`config.mk`:
```
export PLATFORM = sky130hd
export DESIGN_NAME = vpu_tile_sequencer
export DESIGN_NICKNAME = d
export VERILOG_FILES = /design/src/rtl/vpu_pkg.sv /design/src/rtl/vpu_tile_addr.sv /design/src/rtl/vpu_tile_sequencer.sv
export SDC_FILE = /design/constraint.sdc
export NUM_CORES = 1
export LEC_CHECK = 0
export BUFFER_PORTS_ARGS = -buffer_cell sky130_fd_sc_hd__buf_2
export CORE_MARGIN = 2
export CORE_UTILIZATION = 45
export CTS_BUF_LIST = sky130_fd_sc_hd__clkbuf_16
export DETAILED_ROUTE_END_ITERATION = 8
export HOLD_SLACK_MARGIN = 0.02
export PLACE_DENSITY = 0.61
export SLEW_MARGIN = 10
export SYNTH_ARGS = -nofsm -noshare
export SYNTH_HDL_FRONTEND = slang
export SYNTH_SLANG_ARGS = --single-unit
export TNS_END_PERCENT = 50
```
`constraint.sdc`:
```
create_clock -name i_clk -period 10.3 [get_ports i_clk]
set_input_delay 2.06 -clock i_clk [delete_from_list [all_inputs] [get_ports i_clk]]
set_output_delay 2.06 -clock i_clk [all_outputs]
set_load 0.02 [all_outputs]
```
`src/rtl/vpu_pkg.sv`:
```
// Shared types and defaults for the VPU tiling sequencer and its address unit.
package vpu_pkg;
  localparam int TILE_DEF     = 4;
  localparam int COMP_CYC_DEF = 10;

  localparam logic RD_SEL_A = 1'b0;
  localparam logic RD_SEL_W = 1'b1;

  typedef enum logic [2:0] {
    S_IDLE, S_CLEAR, S_LOAD_A, S_LOAD_W, S_COMPUTE, S_STORE, S_DONE
  } state_t;

  typedef enum logic [1:0] {ADV_NONE, ADV_K, ADV_J, ADV_I} adv_t;

  typedef enum logic [1:0] {PTR_A, PTR_W, PTR_R} ptr_sel_t;
endpackage

```
`src/rtl/vpu_tile_addr.sv`:
```
// Tile address generator: row pointer plus running per-index bases, so the
// products by Kt/Nt reduce to stride additions.
module vpu_tile_addr import vpu_pkg::*; #(
  parameter int TILE       = TILE_DEF,
  parameter int ADDR_WIDTH = 16,
  parameter int DIM_WIDTH  = 8
) (
  input  logic                  i_clk,
  input  logic                  i_reset,
  input  logic                  i_init,
  input  logic [DIM_WIDTH-1:0]  i_cfg_n,
  input  logic [DIM_WIDTH-1:0]  i_cfg_k,
  input  logic [ADDR_WIDTH-1:0] i_base_a,
  input  logic [ADDR_WIDTH-1:0] i_base_w,
  input  logic [ADDR_WIDTH-1:0] i_base_res,
  input  adv_t                  i_adv,
  input  logic                  i_ptr_ld,
  input  logic                  i_ptr_step,
  input  ptr_sel_t              i_ptr_sel,
  output logic [ADDR_WIDTH-1:0] o_addr
);
  logic [ADDR_WIDTH-1:0] r_kt, r_nt, r_tk, r_tn, r_base_w;
  logic [ADDR_WIDTH-1:0] r_a_irow, r_a_tile, r_w_jcol, r_w_tile, r_r_irow, r_r_tile, r_ptr;
  logic [ADDR_WIDTH-1:0] w_a_irow, w_a_tile, w_w_jcol, w_w_tile, w_r_irow, w_r_tile, w_ptr_base;

  // Bases after this cycle's index advance; a pointer load sees the new tile at once.
  always_comb begin
    w_a_irow = r_a_irow;
    w_a_tile = r_a_tile;
    w_w_jcol = r_w_jcol;
    w_w_tile = r_w_tile;
    w_r_irow = r_r_irow;
    w_r_tile = r_r_tile;
    case (i_adv)
      ADV_K: begin
        w_a_tile = r_a_tile + ADDR_WIDTH'(1);
        w_w_tile = r_w_tile + r_tn;
      end
      ADV_J: begin
        w_a_tile = r_a_irow;
        w_w_jcol = r_w_jcol + ADDR_WIDTH'(1);
        w_w_tile = r_w_jcol + ADDR_WIDTH'(1);
        w_r_tile = r_r_tile + ADDR_WIDTH'(1);
      end
      ADV_I: begin
        w_a_irow = r_a_irow + r_tk;
        w_a_tile = r_a_irow + r_tk;
        w_w_jcol = r_base_w;
        w_w_tile = r_base_w;
        w_r_irow = r_r_irow + r_tn;
        w_r_tile = r_r_irow + r_tn;
      end
      default: ;
    endcase
    case (i_ptr_sel)
      PTR_A:   w_ptr_base = w_a_tile;
      PTR_W:   w_ptr_base = w_w_tile;
      PTR_R:   w_ptr_base = w_r_tile;
      default: w_ptr_base = '0;
    endcase
  end

  always_ff @(posedge i_clk) begin
    if (i_reset) begin
      r_kt     <= '0;
      r_nt     <= '0;
      r_tk     <= '0;
      r_tn     <= '0;
      r_base_w <= '0;
      r_a_irow <= '0;
      r_a_tile <= '0;
      r_w_jcol <= '0;
      r_w_tile <= '0;
      r_r_irow <= '0;
      r_r_tile <= '0;
      r_ptr    <= '0;
    end else if (i_init) begin
      r_kt     <= ADDR_WIDTH'(i_cfg_k);
      r_nt     <= ADDR_WIDTH'(i_cfg_n);
      r_tk     <= ADDR_WIDTH'(TILE) * ADDR_WIDTH'(i_cfg_k);
      r_tn     <= ADDR_WIDTH'(TILE) * ADDR_WIDTH'(i_cfg_n);
      r_base_w <= i_base_w;
      r_a_irow <= i_base_a;
      r_a_tile <= i_base_a;
      r_w_jcol <= i_base_w;
      r_w_tile <= i_base_w;
      r_r_irow <= i_base_res;
      r_r_tile <= i_base_res;
    end else begin
      r_a_irow <= w_a_irow;
      r_a_tile <= w_a_tile;
      r_w_jcol <= w_w_jcol;
      r_w_tile <= w_w_tile;
      r_r_irow <= w_r_irow;
      r_r_tile <= w_r_tile;
      if (i_ptr_ld)
        r_ptr <= w_ptr_base;
      else if (i_ptr_step)
        r_ptr <= r_ptr + ((i_ptr_sel == PTR_A) ? r_kt : r_nt);
    end
  end

  assign o_addr = r_ptr;
endmodule

```
`src/rtl/vpu_tile_sequencer.sv`:
```
// Tiling sequencer for the VPU matmul datapath: walks output tiles (k inner,
// then j, then i), handshakes row reads/writes and strobes load/compute/store.
//
// state     | meaning
// ----------+-----------------------------------------------
// S_IDLE    | waiting for start; bad config pulses cfg_err
// S_CLEAR   | one-cycle clear_acc before a new output tile
// S_LOAD_A  | TILE acked A-row reads for (i,k)
// S_LOAD_W  | TILE acked W-row reads for (k,j)
// S_COMPUTE | COMP_CYC cycles of compute for one k-step
// S_STORE   | TILE acked result-row writes for (i,j)
// S_DONE    | one-cycle done pulse, busy already low
module vpu_tile_sequencer import vpu_pkg::*; #(
  parameter int TILE       = TILE_DEF,
  parameter int ADDR_WIDTH = 16,
  parameter int DIM_WIDTH  = 8,
  parameter int COMP_CYC   = COMP_CYC_DEF
) (
  input  logic                  i_clk,
  input  logic                  i_reset,
  input  logic                  i_start,
  input  logic                  i_abort,
  input  logic [DIM_WIDTH-1:0]  i_cfg_m,
  input  logic [DIM_WIDTH-1:0]  i_cfg_n,
  input  logic [DIM_WIDTH-1:0]  i_cfg_k,
  input  logic [ADDR_WIDTH-1:0] i_cfg_base_a,
  input  logic [ADDR_WIDTH-1:0] i_cfg_base_w,
  input  logic [ADDR_WIDTH-1:0] i_cfg_base_res,
  output logic                  o_rd_req,
  output logic [ADDR_WIDTH-1:0] o_rd_addr,
  output logic                  o_rd_sel,
  input  logic                  i_rd_ack,
  output logic                  o_load_a,
  output logic                  o_load_w,
  output logic                  o_clear_acc,
  output logic                  o_compute,
  output logic                  o_wr_req,
  output logic [ADDR_WIDTH-1:0] o_wr_addr,
  input  logic                  i_wr_ack,
  output logic                  o_store,
  output logic [DIM_WIDTH-1:0]  o_tile_i,
  output logic [DIM_WIDTH-1:0]  o_tile_j,
  output logic [DIM_WIDTH-1:0]  o_tile_k,
  output logic                  o_busy,
  output logic                  o_done,
  output logic                  o_cfg_err
);
  localparam int ROW_W = (TILE > 1) ? $clog2(TILE) : 1;
  localparam int TMR_W = (COMP_CYC > 2) ? $clog2(COMP_CYC) : 1;

  state_t                r_state, w_state_nxt;
  logic [DIM_WIDTH-1:0]  r_mt, r_nt, r_kt, r_i, r_j, r_k;
  logic [ROW_W-1:0]      r_row;
  logic [TMR_W-1:0]      r_tmr;
  logic                  r_cfg_err;
  logic                  w_init, w_ptr_ld, w_ptr_step, w_row_inc, w_row_clr, w_tmr_ld;
  logic                  w_k_inc, w_j_inc, w_i_inc, w_ctr_clr, w_cfg_err;
  adv_t                  w_adv;
  ptr_sel_t              w_ptr_sel;
  logic [ADDR_WIDTH-1:0] w_addr;
  logic                  w_row_last, w_k_last, w_j_last, w_i_last, w_cfg_ok;

  assign w_row_last = (r_row == ROW_W'(TILE - 1));
  assign w_k_last   = (r_k == r_kt - DIM_WIDTH'(1));
  assign w_j_last   = (r_j == r_nt - DIM_WIDTH'(1));
  assign w_i_last   = (r_i == r_mt - DIM_WIDTH'(1));
  assign w_cfg_ok   = (|i_cfg_m) & (|i_cfg_n) & (|i_cfg_k);

  vpu_tile_addr #(.TILE(TILE), .ADDR_WIDTH(ADDR_WIDTH), .DIM_WIDTH(DIM_WIDTH)) u_addr (
    .i_clk      (i_clk),
    .i_reset    (i_reset),
    .i_init     (w_init),
    .i_cfg_n    (i_cfg_n),
    .i_cfg_k    (i_cfg_k),
    .i_base_a   (i_cfg_base_a),
    .i_base_w   (i_cfg_base_w),
    .i_base_res (i_cfg_base_res),
    .i_adv      (w_adv),
    .i_ptr_ld   (w_ptr_ld),
    .i_ptr_step (w_ptr_step),
    .i_ptr_sel  (w_ptr_sel),
    .o_addr     (w_addr)
  );

  always_ff @(posedge i_clk) begin
    if (i_reset) r_state <= S_IDLE;
    else         r_state <= w_state_nxt;
  end

  always_comb begin
    w_state_nxt = r_state;
    w_init      = 1'b0;
    w_adv       = ADV_NONE;
    w_ptr_ld    = 1'b0;
    w_ptr_step  = 1'b0;
    w_ptr_sel   = PTR_A;
    w_row_inc   = 1'b0;
    w_row_clr   = 1'b0;
    w_tmr_ld    = 1'b0;
    w_k_inc     = 1'b0;
    w_j_inc     = 1'b0;
    w_i_inc     = 1'b0;
    w_ctr_clr   = 1'b0;
    w_cfg_err   = 1'b0;
    o_rd_req    = 1'b0;
    o_rd_sel    = RD_SEL_A;
    o_wr_req    = 1'b0;
    o_load_a    = 1'b0;
    o_load_w    = 1'b0;
    o_clear_acc = 1'b0;
    o_compute   = 1'b0;
    o_store     = 1'b0;
    o_done      = 1'b0;
    case (r_state)
      S_IDLE: if (i_start) begin
        if (w_cfg_ok) begin
          w_init      = 1'b1;
          w_ctr_clr   = 1'b1;
          w_state_nxt = S_CLEAR;
        end else begin
          w_cfg_err = 1'b1;
        end
      end
      S_CLEAR: begin
        o_clear_acc = 1'b1;
        w_ptr_ld    = 1'b1;
        w_state_nxt = S_LOAD_A;
      end
      S_LOAD_A: begin
        o_rd_req = 1'b1;
        if (i_rd_ack) begin
          o_load_a = 1'b1;
          if (w_row_last) begin
            w_row_clr   = 1'b1;
            w_ptr_ld    = 1'b1;
            w_ptr_sel   = PTR_W;
            w_state_nxt = S_LOAD_W;
          end else begin
            w_row_inc  = 1'b1;
            w_ptr_step = 1'b1;
          end
        end
      end
      S_LOAD_W: begin
        o_rd_req  = 1'b1;
        o_rd_sel  = RD_SEL_W;
        w_ptr_sel = PTR_W;
        if (i_rd_ack) begin
          o_load_w = 1'b1;
          if (w_row_last) begin
            w_row_clr   = 1'b1;
            w_tmr_ld    = 1'b1;
            w_state_nxt = S_COMPUTE;
          end else begin
            w_row_inc  = 1'b1;
            w_ptr_step = 1'b1;
          end
        end
      end
      S_COMPUTE: begin
        o_compute = 1'b1;
        if (r_tmr == '0) begin
          w_ptr_ld = 1'b1;
          if (w_k_last) begin
            w_ptr_sel   = PTR_R;
            w_state_nxt = S_STORE;
          end else begin
            w_k_inc     = 1'b1;
            w_adv       = ADV_K;
            w_state_nxt = S_LOAD_A;
          end
        end
      end
      S_STORE: begin
        o_wr_req  = 1'b1;
        w_ptr_sel = PTR_R;
        if (i_wr_ack) begin
          o_store = 1'b1;
          if (w_row_last) begin
            w_row_clr = 1'b1;
            if (!w_j_last) begin
              w_j_inc     = 1'b1;
              w_adv       = ADV_J;
              w_state_nxt = S_CLEAR;
            end else if (!w_i_last) begin
              w_i_inc     = 1'b1;
              w_adv       = ADV_I;
              w_state_nxt = S_CLEAR;
            end else begin
              w_state_nxt = S_DONE;
            end
          end else begin
            w_row_inc  = 1'b1;
            w_ptr_step = 1'b1;
          end
        end
      end
      S_DONE: begin
        o_done      = 1'b1;
        w_ctr_clr   = 1'b1;
        w_state_nxt = S_IDLE;
      end
      default: w_state_nxt = S_IDLE;
    endcase
    // Abort wins over start and any ack seen this cycle.
    if (i_abort) begin
      w_state_nxt = S_IDLE;
      w_ctr_clr   = 1'b1;
      w_init      = 1'b0;
      w_cfg_err   = 1'b0;
      w_adv       = ADV_NONE;
      w_ptr_ld    = 1'b0;
      w_ptr_step  = 1'b0;
      w_row_inc   = 1'b0;
      w_row_clr   = 1'b0;
      w_tmr_ld    = 1'b0;
      w_k_inc     = 1'b0;
      w_j_inc     = 1'b0;
      w_i_inc     = 1'b0;
      o_load_a    = 1'b0;
      o_load_w    = 1'b0;
      o_store     = 1'b0;
    end
    o_rd_addr = o_rd_req ? w_addr : '0;
    o_wr_addr = o_wr_req ? w_addr : '0;
  end

  always_ff @(posedge i_clk) begin
    if (i_reset) begin
      r_mt      <= '0;
      r_nt      <= '0;
      r_kt      <= '0;
      r_i       <= '0;
      r_j       <= '0;
      r_k       <= '0;
      r_row     <= '0;
      r_tmr     <= '0;
      r_cfg_err <= 1'b0;
    end else begin
      r_cfg_err <= w_cfg_err;
      if (w_init) begin
        r_mt <= i_cfg_m;
        r_nt <= i_cfg_n;
        r_kt <= i_cfg_k;
      end
      if (w_ctr_clr) begin
        r_i   <= '0;
        r_j   <= '0;
        r_k   <= '0;
        r_row <= '0;
        r_tmr <= '0;
      end else begin
        if (w_row_clr)      r_row <= '0;
        else if (w_row_inc) r_row <= r_row + ROW_W'(1);
        if (w_tmr_ld)                              r_tmr <= TMR_W'(COMP_CYC - 1);
        else if (r_state == S_COMPUTE && r_tmr != '0) r_tmr <= r_tmr - TMR_W'(1);
        if (w_k_inc)                r_k <= r_k + DIM_WIDTH'(1);
        else if (w_j_inc || w_i_inc) r_k <= '0;
        if (w_j_inc)      r_j <= r_j + DIM_WIDTH'(1);
        else if (w_i_inc) r_j <= '0;
        if (w_i_inc) r_i <= r_i + DIM_WIDTH'(1);
      end
    end
  end

  assign o_tile_i  = r_i;
  assign o_tile_j  = r_j;
  assign o_tile_k  = r_k;
  assign o_busy    = (r_state != S_IDLE) && (r_state != S_DONE);
  assign o_cfg_err = r_cfg_err;
endmodule

```
**Word-level counts from Yosys, hierarchy flattened**

Cells that the tools add are included.
Widths: inputs -> output; s select.

- Output and inout bits: 67
- Bits in registers: 186

- Equality and inequality tests: 25
- Bitwise logic cells: 5
- Muxes and demuxes: 101
- Add/sub/neg operators: 15
- Reductions and logical operators: 25

Operators with widths:

| cell | count |
|---|---|
| $mux 16 | 12 |
| $pmux 16 s3 | 3 |
| $pmux 16 s2 | 2 |
| $mux 1 | 51 |
| $add 16x1->16 const B | 3 |
| $add 16x10->16 | 3 |
| $mux 8 | 5 |
| $mux 3 | 12 |
| $add 8x1->8 const B | 3 |
| $eq 8x8->1 | 3 |
| $reduce_or 8->1 | 3 |
| $sub 8x1->8 const B | 3 |
| $ne 2x2->1 const B | 9 |
| $pmux 3 s6 | 1 |
| $add 16x16->16 | 1 |
| $mux 2 | 7 |
| $reduce_bool 2->1 | 5 |
| $eq 3x3->1 const B | 3 |
| $reduce_and 9->1 | 1 |
| $eq 2x2->1 const B | 4 |
| $mux 4 | 2 |
| $pmux 2 s4 | 1 |
| $eq 3x2->1 const B | 2 |
| $pmux 1 s2 | 3 |
| 20 further kinds | 29 |

**Longest topological paths before layout**

Gate-level depths: netlist of the first run.

- Depth in word-level cells: 12
- Depth in mapped cells: 24
- Gate-level depth less buffers: 22

**Cells and area by module**

From an unflattened synthesis of the first run, not the netlist that was laid out.

- Cell total of the unflattened synthesis: 1774
- Area, all modules: 13993.4 sq um

By module, submodules not included:

| module | cells each | instances | sequential area each (sq um) | area each (sq um) |
|---|---|---|---|---|
| vpu_tile_addr | 1285 | 1 | 2882.8 | 10110.9 |
| vpu_tile_sequencer | 489 | 1 | 1161.1 | 3882.5 |

**Least setup slack after synthesis of the first run**

Ideal clock, no wire load.

- Kind: input-to-reg
- Start point: input port i_rd_ack
- End point: register u_addr.r_ptr[14] (netlist: u_addr.o_addr[14])
- Path buffers: 2
- Arrival time: 5.666 ns
- Path slack: 4.559 ns
- Cell stages on the path: 19
- Setup time: 0.076 ns
- Required time: 10.224 ns
- Cell sequence: a21oi_1 -> nor3_1 -> nor2_1 -> clkbuf_1 -> buf_1 -> nand2_1 -> o21ai_0 -> ha_1 -> fa_1 -> a21o_1 -> a21oi_1 -> o21ai_0 -> a21oi_1 -> o21bai_1 -> a21oi_1 -> nand4bb_1 -> xor2_1 -> a211o_1 -> o22ai_1

- Longest elaborated chain between the ends: 7
- Elaborated cells on any way between the ends: 18

Ends and longest elaborated chain:

| what | RTL line | source |
|---|---|---|
| start: declaration | vpu_tile_sequencer.sv:32 | `input logic i_rd_ack,` |
| $mux 1 | vpu_tile_sequencer.sv:131 | `if (i_rd_ack) begin` |
| $pmux 2 s4 | vpu_tile_sequencer.sv:114 | `case (r_state)` |
| $logic_not 2->1 | vpu_tile_addr.sv:55, vpu_tile_addr.sv:99 |  |
| $mux 8 | vpu_tile_addr.sv:99 | `r_ptr <= r_ptr + ((i_ptr_sel == PTR_A) ? r_kt : r_nt);` |
| $add 16x16->16 | vpu_tile_addr.sv:99 |  |
| $mux 16 | vpu_tile_addr.sv:98 | `else if (i_ptr_step)` |
| $mux 16 | vpu_tile_addr.sv:96 | `if (i_ptr_ld)` |
| end signal: assignment | vpu_tile_addr.sv:97 | `r_ptr <= w_ptr_base;` |
| end signal: assignment | vpu_tile_addr.sv:99 |  |
| end: declaration | vpu_tile_addr.sv:23 | `logic [ADDR_WIDTH-1:0] r_a_irow, r_a_tile, r_w_jcol, r_w_tile, r_r_irow, r_r_tile, r_ptr;` |

Several ways; a longest one is shown, not always the timed one. The select of a mux whose other input is x is not followed.
A chain may end at the register's enable or synchronous reset.

**Worst setup path in the final report of the first run**

- Start point: register u_addr.r_kt[0]
- End point: register u_addr.r_ptr[14] (netlist: u_addr.o_addr[14])

- Longest elaborated chain between the ends: 10
- Elaborated cells on any way between the ends: 24

Ends and longest elaborated chain:

| what | RTL line | source |
|---|---|---|
| start: declaration | vpu_tile_addr.sv:22 | `logic [ADDR_WIDTH-1:0] r_kt, r_nt, r_tk, r_tn, r_base_w;` |
| start signal: assignment | vpu_tile_addr.sv:78 | `r_kt <= ADDR_WIDTH'(i_cfg_k);` |
| $sub 8x1->8 | -- |  |
| $eq 8x8->1 | -- |  |
| $mux 2 / $mux 1 (equally long branches) (2 in series) | -- |  |
| $pmux 2 s4 / $pmux 2 s2 (equally long branches) | -- |  |
| $logic_not 2->1 / $mux 2 (equally long branches) | -- |  |
| $mux 8, or another cell as far along | vpu_tile_addr.sv:99 |  |
| $add 16x16->16, or another cell as far along | vpu_tile_addr.sv:99 |  |
| $mux 16 / $pmux 16 s3 (equally long branches) | -- |  |
| $mux 16 * | vpu_tile_addr.sv:96 |  |

Mark *: on every way between the ends. The rest lies on a longest branch, timed or not. The select of a mux whose other input is x is not followed.

==> results.yml, run 1 <==
logic_synthesis:
  synth_top_family_by_area: "simple AND/OR/NAND/NOR gates"
  synthXorXnorAreaFrac_pct: 8.03
  synth-main-ff-cell: "dfxtp_1"
  synth-compound-area-share_pct: 24.3
  yosys.area.top_type: "dfxtp_1"
  ys_types: 93
  post_synth_fa_ha_maj_area_fraction_pct: 5.42
  syn_area_per_cell_um2: 7.56
  yosysSeqAreaShare_pct: 30.2
  yosys.area_share.simple_pct: 26.0
  yosysWarnings: 0
  synthMuxAreaShare_pct: 1.58
  synth_area_leaders: "dfxtp_1 30%, nand2_1 9.0%, a21oi_1 6.9%"
  synthCells: 1630
  synth_top_area_share_pct: 30.2
  ys_ff_latch: 186
  synthesis.area_um2: 12300
  synth-edff-count: 0
  synth_fp_nets: 1759
  synthArstFlopShare_pct: 0
run:
  drv_cap: 0
global_route:
  grt-ovfl-total: 0
  grt_pass1_wl_um: 64000
  grt_pass1_vias: 11486
  grt_use_total_pct: 28.4
  antenna_found_initial: 0
  grt_max_degree: 80
pwr:
  ir_drop_mv: 0.0981
  power.share.combinational_pct: 13.2
  p_leak_nw: 5.46
  clkPwrFrac_pct: 38.6
  sw_frac_of_total_pct: 29.6
  p_switching_mw: 0.484
  power_mw: 1.63
  power_density_nw_per_um2: 119
  seqPwrFrac_pct: 48.3
  p_int_mw: 1.15
layout:
  drive_gt1_share_pct: 13.4
  syn2layout_area_growth_pct: 11.4
  final_cell_mix: "297 x nand2_1, 186 x dfxtp_1, 169 x a21oi_1"
  n_antenna_cell: 0
  final_common_cell: "nand2_1"
  nets: 1841
setup_path:
  crit_family: "compound AO/OA/AOI/OAI gates"
  cp-end-kind: "register"
  cp_common_cell: "a21oi_1"
  critical-path-max-stage-delay_ps: 640
  critPathMaxFanout: 15
  cp_cell_sequence: "inv_1 -> ha_1 -> nor3b_2 -> nor2b_1 -> o221ai_1 -> a22o_1 -> a41o_1 -> nor2_1 -> buf_4 -> nand2_1 -> o21ai_0 -> ha_1 -> fa_1 -> a21o_1 -> a21oi_1 -> o21ai_0 -> a21oi_1 -> o21bai_1 -> a21oi_1 -> nand4bb_1 -> xor2_1 -> a211o_1 -> o22ai_1"
  slowest_stage: "a41o_1"
  crit_path_start_kind: "register"
  arrival_ps: 6010
  crit_type: "reg2reg"
  crit_buf_inv: 2
  cp.required_ps: 10670
route:
  antenna_left: 0
  drc: 0
  drt_iter0_drc: 1056
  post_drt_wl_per_cell_um: 19.9
  routed_wl_um: 41000
  vias_per_cell: 6.02
  num_vias: 12432
  dr.pass1.iters: 5
clock_network:
  cts_tree: "built"
  post_cts_resized: 0
  h-tree-depth: 4
  root_buffer: "clkbuf_16"
  cts.sinks: 186
  cts_buffer_depth: 2
  clkTransAtPathRegs_ps: 80
  clock_latency_ps: 450
  hold_buffers: 0
  cts_buffers: 17
  post_cts_buffers: 0
timing:
  rsz0062_at_grt: "false"
  slew_viol_final: 0
  layout_min_cycle_time_ps: 5640
  final-setup-viol-count: 0
  fin_skew_ps: 16.2
  slew_headroom_pct: 27.6
  tns_ps: 0
  period_share_pct: 54.7
  hold_viol: 0
  clock.fmax_mhz: 177
  worst_pin_slew_ps: 1070
die:
  initial_core_util_pct: 45.7
  die_h_um: 169
  num_rows: 60
  io_pins: 145
  core_area_um2: 27000
  die-area_um2: 28700
  die_x_um: 169
outcome:
  status: "complete, no violations"
hold_path:
  hold_class: "reg2reg"
placed_design:
  place.gp.congestion: 0.969
  dp_hpwl_um: 29800
  io_buffers: 144
## cell type report
| cell class | count | area, µm² |
|---|---|---|
| clock inverter | 15 | 118 |
| clock buffer | 17 | 425 |
| multi-input combinational | 1321 | 8080 |
| timing repair buffer | 162 | 858 |
| fill | 2678 | 13200 |
| sequential | 186 | 3720 |
| inverter | 24 | 90.1 |
| tap | 341 | 427 |
## path summary, 6_finish.rpt
kind         slack, ps          startpoint                 end  cells past startpoint
max               4660      u_addr.r_kt[0]   u_addr.o_addr[14]                     23
max reg2reg       4660      u_addr.r_kt[0]   u_addr.o_addr[14]                     23
min reg2reg        460  u_addr.r_a_irow[0]  u_addr.r_a_irow[0]                      2
min                460  u_addr.r_a_irow[0]  u_addr.r_a_irow[0]                      2
## per-layer routing
layer	up-vias	part of all wire, %	track usage, %
met5	-	0	0
met4	0	3.4	10.7
met3	90	8.5	6.58
met2	490	45	45.1
met1	5870	44	37.7
li1	5982	-	-
## per-stage QoR
stage	instances	util [%]	setup WS [ps]	hold WS (ps)	area, µm²
4_1_cts	2066	50.9	4780	458	13700
3_5_place_dp	2034	48.9	4440	447	13200
2_1_floorplan	1630	-	4560	433	12300
5_1_grt	2066	50.9	4200	480	13700
3_3_place_gp	2034	48.9	4530	441	13200
6_report	2066	50.9	4660	460	13700
## Yosys cell counts (12+ instances only)
library cell  instances
a211oi_1             19
a21o_1               16
a21oi_1             169
a221oi_1             18
a22oi_1              12
a31oi_1              37
and2_1               38
and3_1               27
buf_2                19
clkbuf_1             65
dfxtp_1             186
ha_1                 47
inv_1                24
mux2i_1              15
nand2_1             297
nand3_1              40
nand4_1              13
nor2_1              138
nor2b_1              12
nor3_1               31
o211ai_1             24
o21ai_0              60
or3_1                13
xnor2_1              64
xor2_1               49
## registers in the layout, summed over array words and instances (netlist names)
name and count:
o_tile_i 8, r_state 3, u_addr.r_r_irow 16, u_addr.r_a_irow 16, u_addr.r_a_tile 16, o_cfg_err 1, r_tmr 4, u_addr.r_w_jcol 16
u_addr.r_kt 8, o_tile_k 8, u_addr.r_w_tile 16, u_addr.o_addr 16, u_addr.r_nt 8, u_addr.r_r_tile 16, o_tile_j 8, u_addr.r_base_w 16
r_mt 8, r_row 2
## power groups by stage
stage	Combinational, mW	Clock [mW]	Sequential [mW]
2_1_floorplan	0.156	0	0.787
3_3_place_gp	0.210	0	0.803
3_5_place_dp	0.213	0	0.804
4_1_cts	0.214	0.639	0.787
5_1_grt	0.239	0.666	0.792
6_report	0.215	0.630	0.788
## worst register-to-register path, delay by kind of cell, from the launching register on
family,cells,cell delay (ps)
simple gates,5,970
flops,1,550
fa+ha+maj,3,880
buf+inv,2,390
xor+xnor,1,90
compound gates,12,2670
## cells by family (layout without fill, tap and decap cells)
logic type | Yosys count | count (layout)
adders and majority gates | 51 | 51
muxes | 19 | 19
xor gates and xnor gates | 113 | 113
and+or+nand+nor | 677 | 677
buffers and inverters | 123 | 218
AOI/OAI and AO/OA | 461 | 461
DFF | 186 | 186
Power figures use the tool's default switching activity.
==> run 2: changes to the inputs <==
Clock period 10.3 ns to 5.2 ns, I/O delays scaled along.
==> run 2 against run 1 <==
Net effect:
- register-to-register slack got worse by 4200 ps
- hold slack got worse by 1.2 ps
- largest power group unchanged
- utilization increased by 0.68 points
- setup slack got worse by 4200 ps
- cell count increased by 0.73%
==> results.yml, run 2 (synthesized netlist as in run 1, its figures left out) <==
timing:
  layout_min_cycle_time_ps: 4700
  clock.fmax_mhz: 213
  final-setup-viol-count: 0
  rsz0062_at_grt: "false"
  tns_ps: 0
  period_share_pct: 90.4
  slew_viol_final: 0
  hold_viol: 0
  worst_pin_slew_ps: 1040
  slew_headroom_pct: 30.4
  fin_skew_ps: 14.7
route:
  drt_iter0_drc: 1272
  antenna_left: 0
  drc: 0
  vias_per_cell: 6.02
  dr.pass1.iters: 6
  routed_wl_um: 41400
  num_vias: 12524
  post_drt_wl_per_cell_um: 19.9
clock_network:
  cts_buffer_depth: 2
  cts_buffers: 17
  clock_latency_ps: 450
  clkTransAtPathRegs_ps: 80
  cts.sinks: 186
  post_cts_resized: 0
  root_buffer: "clkbuf_16"
  hold_buffers: 0
  post_cts_buffers: 0
  cts_tree: "built"
  h-tree-depth: 4
setup_path:
  critPathMaxFanout: 7
  crit_path_start_kind: "register"
  cp-end-kind: "register"
  cp.required_ps: 5580
  crit_type: "reg2reg"
  arrival_ps: 5080
pwr:
  power_mw: 3.36
  power_density_nw_per_um2: 241
  p_leak_nw: 5.57
  ir_drop_mv: 0.237
layout:
  syn2layout_area_growth_pct: 12.9
  n_antenna_cell: 0
  drive_gt1_share_pct: 14.4
  nets: 1856
  final_common_cell: "nand2_1"
  final_cell_mix: "297 x nand2_1, 186 x dfxtp_1, 169 x a21oi_1"
die:
  die_h_um: 169
  die_x_um: 169
  core_area_um2: 27000
  initial_core_util_pct: 45.7
  num_rows: 60
  io_pins: 145
  die-area_um2: 28700
placed_design:
  place.gp.congestion: 0.932
  io_buffers: 144
  dp_hpwl_um: 30200
global_route:
  antenna_found_initial: 0
  grt_pass1_wl_um: 64800
  grt_use_total_pct: 28.7
  grt_max_degree: 65
  grt-ovfl-total: 0
  grt_pass1_vias: 11441
hold_path:
  hold_class: "reg2reg"
outcome:
  status: "complete, no violations"
run:
  drv_cap: 0
[run 2: cell count changes in the layout (fill, tap and decap cells not counted), sizes merged]
cell / before / now
clkinvlp: 2 / 0
clkinv: 5 / 6
bufinv: 0 / 1
buf: 162 / 177
[run 2: cell type report]
class / instances / area, µm²
clock buffers: 17 / 425
flip-flops and latches: 186 / 3720
clock inverters: 15 / 176
well taps: 341 / 427
inverters: 24 / 90.1
fillers: 2688 / 13000
repair buffers: 177 / 983
multi-input cells: 1321 / 8080
[run 2: critical path, cell delays in order (launching register included)]
cell,delay (ps)
dfxtp_1,400
inv_1,90
ha_1,170
nor3b_2,270
nor2b_1,220
o221ai_1,140
a22o_1,320
a41o_1,210
nor2_1,230
o21ai_0,130
ha_1,220
fa_1,420
a21o_1,180
a21oi_1,220
o21ai_0,110
a21oi_1,240
o21bai_1,90
a21oi_1,280
nand4bb_1,190
xor2_1,90
a211o_1,300
o22ai_1,110
[run 2: stage by stage]
stage	instance area (µm²)	std cells	hold WS [ps]	worst slack, ps	utilization [%]
after CTS	13900	2081	460	516	51.6
after floorplan	12300	1630	433	381	-
after detailed placement	13300	2049	448	574	49.4
after global routing	13900	2081	473	86.4	51.6
after global placement	13300	2049	440	612	49.4
final	13900	2081	458	498	51.6
[run 2: worst paths after layout]
check	slack, ps	cells past startpoint	to	startpoint
max	500	21	u_addr.o_addr[14]	u_addr.r_kt[1]
max reg2reg	500	21	u_addr.o_addr[14]	u_addr.r_kt[1]
min	460	2	u_addr.r_base_w[2]	u_addr.r_base_w[2]
min reg2reg	460	2	u_addr.r_base_w[2]	u_addr.r_base_w[2]
[run 2: report_power, final]
| group | switching [mW] | total [mW] | internal, mW |
|---|---|---|---|
| Sequential | 0.0759 | 1.56 | 1.48 |
| Combinational | 0.257 | 0.431 | 0.174 |
| Clock | 0.676 | 1.37 | 0.692 |
[run 2: routing by layer]
layer / GRT usage (%) / up-vias / part of all wire, %
li1: - / 6034 / -
met1: 40.0 / 5939 / 46
met2: 45.6 / 472 / 45
met3: 3.96 / 79 / 6.3
met4: 10.1 / 0 / 3.2
met5: 0 / - / 0
